**config.mk**
```make
export PLATFORM = sky130hd
export DESIGN_NAME = scan_bist_engine
export DESIGN_NICKNAME = d
export VERILOG_FILES = /design/src/rtl/scan_bist_engine.sv
export SDC_FILE = /design/constraint.sdc
export NUM_CORES = 1
export LEC_CHECK = 0
export ABC_AREA = 1
export BUFFER_PORTS_ARGS = -buffer_cell sky130_fd_sc_hd__buf_2
export CAP_MARGIN = 15
export CORE_MARGIN = 4
export CORE_UTILIZATION = 57
export CTS_CLUSTER_SIZE = 24
export DETAILED_ROUTE_END_ITERATION = 7
export GPL_ROUTABILITY_DRIVEN = 0
export PLACE_DENSITY_LB_ADDON = 0.12
export SYNTH_ARGS = -nofsm -noshare
export SYNTH_HDL_FRONTEND = slang
export SYNTH_SLANG_ARGS = --single-unit
```
**constraint.sdc**
```tcl
create_clock -name clk -period 2.1 [get_ports clk]
set_input_delay 0.42 -clock clk [delete_from_list [all_inputs] [get_ports clk]]
set_output_delay 0.42 -clock clk [all_outputs]
set_load 0.03 [all_outputs]
```
**src/rtl/scan_bist_engine.sv**
```systemverilog
// Logic-BIST engine: LFSR-generated scan loads and PI patterns for one CUT, MISR compaction of
// scan_out and primary outputs, and a golden-signature compare at the end of each run.
module scan_bist_engine #(
  parameter int unsigned           CHAIN_LEN  = 9,
  parameter int unsigned           PI_WIDTH   = 7,
  parameter int unsigned           PO_WIDTH   = 9,
  parameter int unsigned           N_PATTERNS = 256,
  parameter int unsigned           LFSR_WIDTH = 16,
  parameter logic [LFSR_WIDTH-1:0] LFSR_TAPS  = 16'hB400,
  parameter logic [LFSR_WIDTH-1:0] LFSR_SEED  = 16'h0001,
  parameter int unsigned           MISR_WIDTH = 16,
  parameter logic [MISR_WIDTH-1:0] MISR_TAPS  = 16'hB400,
  parameter logic [MISR_WIDTH-1:0] GOLDEN_SIG = 16'h0000
) (
  input  logic                  clk,
  input  logic                  reset,
  input  logic                  bist_start,
  input  logic                  scan_out,
  input  logic [PO_WIDTH-1:0]   cut_po,
  output logic                  scan_en,
  output logic                  scan_in,
  output logic [PI_WIDTH-1:0]   cut_pi,
  output logic                  running,
  output logic                  bist_end,
  output logic                  pass_nfail,
  output logic [MISR_WIDTH-1:0] signature
);

  localparam int unsigned ScW = (CHAIN_LEN > 1) ? $clog2(CHAIN_LEN) : 1;
  localparam int unsigned PcW = $clog2(N_PATTERNS + 1);
  localparam logic [ScW-1:0] ShiftLast = ScW'(CHAIN_LEN - 1);
  localparam logic [PcW-1:0] PatLast   = PcW'(N_PATTERNS - 1);
  // An all-zero seed would lock the LFSR up.
  localparam logic [LFSR_WIDTH-1:0] SeedEff =
      (LFSR_SEED == '0) ? LFSR_WIDTH'(1) : LFSR_SEED;

  typedef enum logic [2:0] {StIdle, StInit, StShift, StCapture, StFlush, StDone} state_e;

  state_e                  state_q, state_d;
  logic                    prev_start_q;
  logic [ScW-1:0]          shift_cnt_q, shift_cnt_d;
  logic [PcW-1:0]          pattern_cnt_q, pattern_cnt_d;
  logic [LFSR_WIDTH-1:0]   lfsr_q, lfsr_d;
  logic [MISR_WIDTH-1:0]   misr_q, misr_d;
  logic                    scan_en_q, scan_in_q, running_q, bist_end_q, pass_nfail_q;
  logic [PI_WIDTH-1:0]     cut_pi_q;
  logic                    start_pulse;

  function automatic logic [LFSR_WIDTH-1:0] lfsr_step(input logic [LFSR_WIDTH-1:0] v);
    return {1'b0, v[LFSR_WIDTH-1:1]} ^ (v[0] ? LFSR_TAPS : '0);
  endfunction

  function automatic logic [MISR_WIDTH-1:0] misr_step(input logic [MISR_WIDTH-1:0] m,
                                                      input logic [MISR_WIDTH-1:0] d);
    return {m[MISR_WIDTH-2:0], 1'b0} ^ (m[MISR_WIDTH-1] ? MISR_TAPS : '0) ^ d;
  endfunction

  assign start_pulse = bist_start & ~prev_start_q;

  always_comb begin
    state_d       = state_q;
    shift_cnt_d   = shift_cnt_q;
    pattern_cnt_d = pattern_cnt_q;
    lfsr_d        = lfsr_q;
    misr_d        = misr_q;
    unique case (state_q)
      StIdle: if (start_pulse) state_d = StInit;
      StInit: begin
        lfsr_d        = SeedEff;
        misr_d        = '0;
        pattern_cnt_d = '0;
        shift_cnt_d   = '0;
        state_d       = StShift;
      end
      StShift: begin
        lfsr_d = lfsr_step(lfsr_q);
        // Chain contents are unknown until the first pattern has been loaded.
        if (pattern_cnt_q != '0) misr_d = misr_step(misr_q, MISR_WIDTH'(scan_out));
        if (shift_cnt_q == ShiftLast) begin
          shift_cnt_d = '0;
          state_d     = StCapture;
        end else begin
          shift_cnt_d = shift_cnt_q + ScW'(1);
        end
      end
      StCapture: begin
        lfsr_d        = lfsr_step(lfsr_q);
        misr_d        = misr_step(misr_q, MISR_WIDTH'(cut_po));
        pattern_cnt_d = pattern_cnt_q + PcW'(1);
        state_d       = (pattern_cnt_q == PatLast) ? StFlush : StShift;
      end
      StFlush: begin
        misr_d = misr_step(misr_q, MISR_WIDTH'(scan_out));
        if (shift_cnt_q == ShiftLast) begin
          shift_cnt_d = '0;
          state_d     = StDone;
        end else begin
          shift_cnt_d = shift_cnt_q + ScW'(1);
        end
      end
      StDone: if (!bist_start) state_d = StIdle;
      default: state_d = StIdle;
    endcase
  end

  // Outputs are registered from next-state values so they line up with the state they describe.
  always_ff @(posedge clk or negedge reset) begin
    if (!reset) begin
      state_q       <= StIdle;
      prev_start_q  <= 1'b0;
      shift_cnt_q   <= '0;
      pattern_cnt_q <= '0;
      lfsr_q        <= SeedEff;
      misr_q        <= '0;
      scan_en_q     <= 1'b0;
      scan_in_q     <= 1'b0;
      cut_pi_q      <= '0;
      running_q     <= 1'b0;
      bist_end_q    <= 1'b0;
      pass_nfail_q  <= 1'b0;
    end else begin
      state_q       <= state_d;
      prev_start_q  <= bist_start;
      shift_cnt_q   <= shift_cnt_d;
      pattern_cnt_q <= pattern_cnt_d;
      lfsr_q        <= lfsr_d;
      misr_q        <= misr_d;
      scan_en_q     <= (state_d == StShift) || (state_d == StFlush);
      scan_in_q     <= (state_d == StShift) & lfsr_d[0];
      if (state_d == StCapture) cut_pi_q <= lfsr_d[PI_WIDTH-1:0];
      running_q     <= state_d inside {StInit, StShift, StCapture, StFlush};
      bist_end_q    <= (state_d == StDone);
      pass_nfail_q  <= (state_d == StDone) && (misr_d == GOLDEN_SIG);
    end
  end

  assign scan_en    = scan_en_q;
  assign scan_in    = scan_in_q;
  assign cut_pi     = cut_pi_q;
  assign running    = running_q;
  assign bist_end   = bist_end_q;
  assign pass_nfail = pass_nfail_q;
  assign signature  = misr_q;

endmodule

```
* Word-level counts from Yosys, hierarchy flattened
Cells that the tools add are included.
** Cells by class
- Add/subtract/negate cells :: 2
- Bitwise operators :: 7
- Muxes and demuxes :: 14
- Reduce and logical (&&, ||, !) cells :: 11
- Equality and inequality tests :: 12
** Operators with widths (number)
- one-hot mux 16 bit (4 select lines) :: 1
- 2-to-1 mux 16 bit :: 3
- one-hot mux 16 bit (2 select lines) :: 1
- one-hot mux 3 bit (6 select lines) :: 1
- one-hot mux 9 bit (2 select lines) :: 1
- zero test 16 bit :: 1
- XOR 15 x 16 -> 16 bit :: 1
- XOR 16 x 1 -> 16 bit :: 1
- XOR 16 bit :: 1
- XOR 16 x 9 -> 16 bit :: 1
- 2-to-1 mux 3 bit :: 5
- equality test 3 x 2 -> 1 bit, second input constant :: 4
- equality test 3 bit, second input constant :: 4
- adder 9 x 1 -> 9 bit, second input constant :: 1
- equality test 9 x 8 -> 1 bit, second input constant :: 1
- nonzero test 9 bit :: 1
- one-hot mux 4 bit (2 select lines) :: 1
- equality test 3 x 1 -> 1 bit, second input constant :: 2
- nonzero test 2 bit :: 3
- adder 4 x 1 -> 4 bit, second input constant :: 1
- equality test 4 bit, second input constant :: 1
- 2-to-1 mux 4 bit :: 1
- nonzero test 4 bit :: 1
- OR reduction 2 bit :: 2
- other kinds (5) :: 6
** Storage, ports and cells
- Logic and storage cells :: 59
- Register bits :: 61
- Input bits :: 13

* Logic depth before layout (Yosys ltp)
- Depth after elaboration :: 7
- Mapped depth :: 14
- Depth with buffers taken out :: 14

* Least setup slack after synthesis
Ideal clock, no wire load.
- Kind :: flip-flop to flip-flop
- Start :: register pattern_cnt_q[0]
- End :: register running_q (netlist: running)
- Library setup time :: 128 ps
- Stages on the path, launching flop included :: 12
- Arrival time :: 1562 ps
- Data required time :: 1972 ps
- Slack :: 411 ps
- Path through :: dfrtp_1 -> ha_1 -> nand2_1 -> inv_1 -> nand2_1 -> nor4_1 -> inv_1 -> nor2_1 -> ha_1 -> a31oi_1 -> a21oi_1 -> nand3_1
** Between the ends
- Cells in the longest elaborated chain, start to end :: 5
- Elaborated cells between the ends (all ways) :: 8
- Classes of those cells :: 5 x eq/ne; 2 x mux; 1 x reduce/logical
** Ends and longest elaborated chain
- from (decl) :: RTL line 42 : logic [PcW-1:0] pattern_cnt_q, pattern_cnt_d;
- from (signal assigned) :: RTL line 125 : pattern_cnt_q <= pattern_cnt_d;
- equality test 9 x 8 -> 1 bit * :: RTL line 90 : state_d = (pattern_cnt_q == PatLast) ? StFlush : StShift;
- 2-to-1 mux 3 bit * :: RTL line 90
- one-hot mux 3 bit (6 select lines) * :: RTL line 66 : unique case (state_q)
- net state_d[1] :: RTL line 39 : state_e state_q, state_d;
- equality test 3 x 1 -> 1 bit (tied with other cells) :: RTL line 131 : running_q <= state_d inside {StInit, StShift, StCapture, StFlush};
- nonzero test 4 bit * :: RTL line 131
- to (signal assigned) :: RTL line 131
- to (decl) :: RTL line 45 : logic scan_en_q, scan_in_q, running_q, bist_end_q, pass_nfail_q;
The timed path passes the listed nets; every way through them passes the cells marked *.
A chain may end at the register's enable or synchronous reset.

* Final worst setup path
- Start :: register state_q[0]
- End :: register pass_nfail_q (netlist: pass_nfail)
** Between the ends
- Cells in the longest elaborated chain, start to end :: 4
- Elaborated cells between the ends (all ways) :: 15
- Classes of those cells :: 6 x eq/ne; 6 x mux; 3 x reduce/logical
** Ends and longest elaborated chain
- from (decl) :: RTL line 39
- from (signal assigned) :: RTL line 109 : state_q <= StIdle;
- from (signal assigned) :: RTL line 122 : state_q <= state_d;
- equality test 3 bit (tied with other cells) :: RTL line 66
- one-hot mux 16 bit (4 select lines) * :: RTL line 66
- net misr_d[7] :: RTL line 44 : logic [MISR_WIDTH-1:0] misr_q, misr_d;
- zero test 16 bit * :: RTL line 133 : pass_nfail_q <= (state_d == StDone) && (misr_d == GOLDEN_SIG);
- logical AND 1 bit * :: RTL line 133
- to (signal assigned) :: RTL line 133
- to (decl) :: RTL line 45
Marks and branches as above.

==> results.sh <==
export IMPL_die_width_um=80.3
export IMPL_cts_tree="built"
export IMPL_cp_end_kind="register"
export IMPL_tightest_slew_ps=511
export IMPL_dpl_cell_area_mm2=0.00330
export IMPL_switching_share_pct=43.7
export IMPL_antennaDiodeCount=0
export IMPL_seq_area_mm2=0.00153
export IMPL_hpwl_um=4550
export IMPL_clkPwrFrac_pct=20.0
export IMPL_cts_root_buf="clkbuf_8"
export IMPL_combPwrFrac_pct=45.6
export IMPL_drt_total_wl_um=6360
export IMPL_synth_top_area_share_pct=50.4
export IMPL_final_hold_violation_count=0
export IMPL_vdd_drop_max_mv=0.954
export IMPL_ys_ff_latch=61
export IMPL_grt_pass1_vias=2435
export IMPL_cts_htree_levels=3
export IMPL_hold_class="in -> async"
export IMPL_p_per_area_mw_per_mm2=1640
export IMPL_met2_length_um=3060
export IMPL_fin_crit_ps=1910
export IMPL_final_max_slew_viol_count=0
export IMPL_postCtsSetupBuffers=0
export IMPL_ant_nets=0
export IMPL_synth_cells=380
export IMPL_fmax_mhz=522
export IMPL_grt_max_degree=62
export IMPL_cp_max_fo=13
export IMPL_post_route_period_util_pct=91.2
export IMPL_vias_per_cell=5.02
export IMPL_fp_dieH_um=80.3
export IMPL_p_leak_nw=1.96
export IMPL_seq_power_share_pct=34.3
export IMPL_first_iter_violations=162
export IMPL_area_growth_pct=19.0
export IMPL_cts_sinks=61
export IMPL_multi_input_area_mm2=0.00120
export IMPL_crit_required_ps=2330
export IMPL_synth_distinct_cells=28
export IMPL_highest_layer="met4"
export IMPL_nets=450
export IMPL_status="completed"
export IMPL_antenna_found_initial=0
export IMPL_start_kind="register"
export IMPL_pre_cts_ws_ps=99.1
export IMPL_path_clk_slew_ps=70
export IMPL_nFillCells=454
export IMPL_yosys_warnings=0
export IMPL_portBuffers=40
export IMPL_reg2regPathDepth=12
export IMPL_core_area_mm2=0.00507
export IMPL_max_slew_margin_pct=65.7
export IMPL_insertion_delay_ps=340
export IMPL_p_sw_mw=2.55
export IMPL_setup_slack_ps=185
export IMPL_wl_met1_um=2950
export IMPL_gr_total_overflow=0
export IMPL_syn_area_per_cell_um2=7.84
export IMPL_finalSetupViolations=0
export IMPL_skew_ps=6.60
export IMPL_drv_cap=0
export IMPL_crit_type="reg -> reg"
export IMPL_detail_route_wl_per_cell_um=12.6
export IMPL_final_layout_size_suffix_gt1_share_pct=18.1
export IMPL_arrival_ps=2150
export IMPL_stdcell_area_mm2=0.00355
export IMPL_p_int_mw=3.28
export IMPL_syn_nets=398
export IMPL_synth_top_cell_by_area="dfrtp_1"
export IMPL_yosys_top_cells_area="dfrtp_1 50%, nand2_1 15%, inv_1 7.2%, nor2_1 3.9%, o22ai_1 3.1%"
export IMPL_syn_area_mm2=0.00298
export IMPL_synth_main_ff_cell="dfrtp_1"
export IMPL_initial_core_util_pct=58.7
export IMPL_async_flop_share_pct=100
export IMPL_vias=2542
export IMPL_cts_buffer_depth=2
export IMPL_drc=0
export IMPL_die_area_mm2=0.00645
export IMPL_grt_usage_pct=22.3
export IMPL_grt_first_pass_wirelength_um=11000
export IMPL_synth_edff_count=0
export IMPL_cts_buffers=9
export IMPL_num_rows=26
export IMPL_dr_pass1_iters=4
export IMPL_io_pins=41
export IMPL_wl_met3_um=217
export IMPL_ys_seq_area_share_pct=51.3
## metrics by stage
step / util [%] / hold slack, ps / setup TNS [ps] / std cells / total power, mW
floorplan: - / 124 / 0 / 380 / 3.94
global placement: 65.1 / 453 / 0 / 491 / 4.58
detailed placement: 65.1 / 455 / 0 / 491 / 4.66
CTS: 69.5 / 82.0 / 0 / 506 / 5.86
global route: 69.9 / 98.6 / -1.22 / 506 / 6.34
finish: 69.9 / 60.4 / 0 / 506 / 5.83
## worst paths after layout
| check | slack [ps] | to | from |
|---|---|---|---|
| min in group clk | 230 | prev_start_q | bist_start |
| worst max-delay path | 190 | pass_nfail | state_q[0] |
| worst min register to register | 480 | cut_pi[6] | cut_pi[6] |
| worst min-delay path | 60 | lfsr_q[8] | reset |
| worst max register to register | 190 | pass_nfail | state_q[0] |
| max in group asynchronous | 1750 | state_q[0] | reset |
## routing by layer
| layer | global-route usage, % | vias to the layer above |
|---|---|---|
| met5 | 0 | - |
| met2 | 34.3 | 38 |
| li1 | - | 1299 |
| met3 | 4.82 | 11 |
| met4 | 10.8 | 0 |
| met1 | 29.7 | 1194 |
## layout make-up
type,instances,area share (%)
sequential,61,43.1
clock inverter,3,1.94
clock buffer,12,4.37
timing repair buffer,47,7.48
inverter,64,6.77
multi-input combinational,249,33.9
tap,70,2.47
## worst max-delay path, cell delays in order (launching register included)
cell	delay, ps
dfrtp_1	450
inv_2	130
nand2_1	70
nor2_2	280
nand3_1	190
nand2_2	260
nand2_1	100
nand2_1	100
nor2_1	60
nand2_1	60
nor2_1	40
nand2_1	40
nor2_1	40
## logic make-up after synthesis
family / synth area share (%)
compound gates: 9.87
simple gates: 25.1
xor+xnor: 2.64
flops: 51.3
fa+ha+maj: 2.10
buf+inv: 9.03
## synthesized netlist by cell type, types with 3 or more instances
master,number
xnor2_1,3
dfrtp_1,60
nor2_1,31
buf_2,5
ha_1,5
o21ai_0,16
inv_1,57
nand3_1,17
xor2_1,6
nand2_1,123
inv_2,6
nor3_1,3
o22ai_1,15
a21oi_1,14
## cell usage in the layout, fill, tap and decap left out, types with 3 or more instances in the layout
cell type and count:
nand2_1 120, nor3_1 3, buf_2 40, o21ai_0 16, buf_4 6, inv_2 6
nor2_1 31, xor2_1 6, clkbuf_8 11, xnor2_1 3, o22ai_1 15, a21oi_1 14
nand2_2 3, nand3_1 17, dfrtp_1 60, inv_1 57, ha_1 5
## power by group through the flow
stage	logic (mW)	clock network (mW)	registers, mW
final	2.66	1.17	2.00
after global routing	3.03	1.24	2.07
after CTS	2.66	1.20	2.00
after detailed placement	2.64	0	2.02
after global placement	2.58	0	2.00
after floorplan	1.52	0	2.42
## sequential cells by signal, summed over array words and instances (netlist names)
| signal | flops |
|---|---|
| prev_start_q | 1 |
| pass_nfail | 1 |
| pattern_cnt_q | 9 |
| signature | 16 |
| running | 1 |
| lfsr_q | 16 |
| cut_pi | 7 |
| shift_cnt_q | 4 |
| state_q | 3 |
| scan_en | 1 |
| scan_in | 1 |
| bist_end | 1 |
## repair_timing
item	in CTS	in global routing
hold buffers	0	0
endpoints found under the hold margin	0	0
setup endpoints to repair	0	2
resized for setup	0	5
Note: power is estimated with default switching activity, not from simulation.
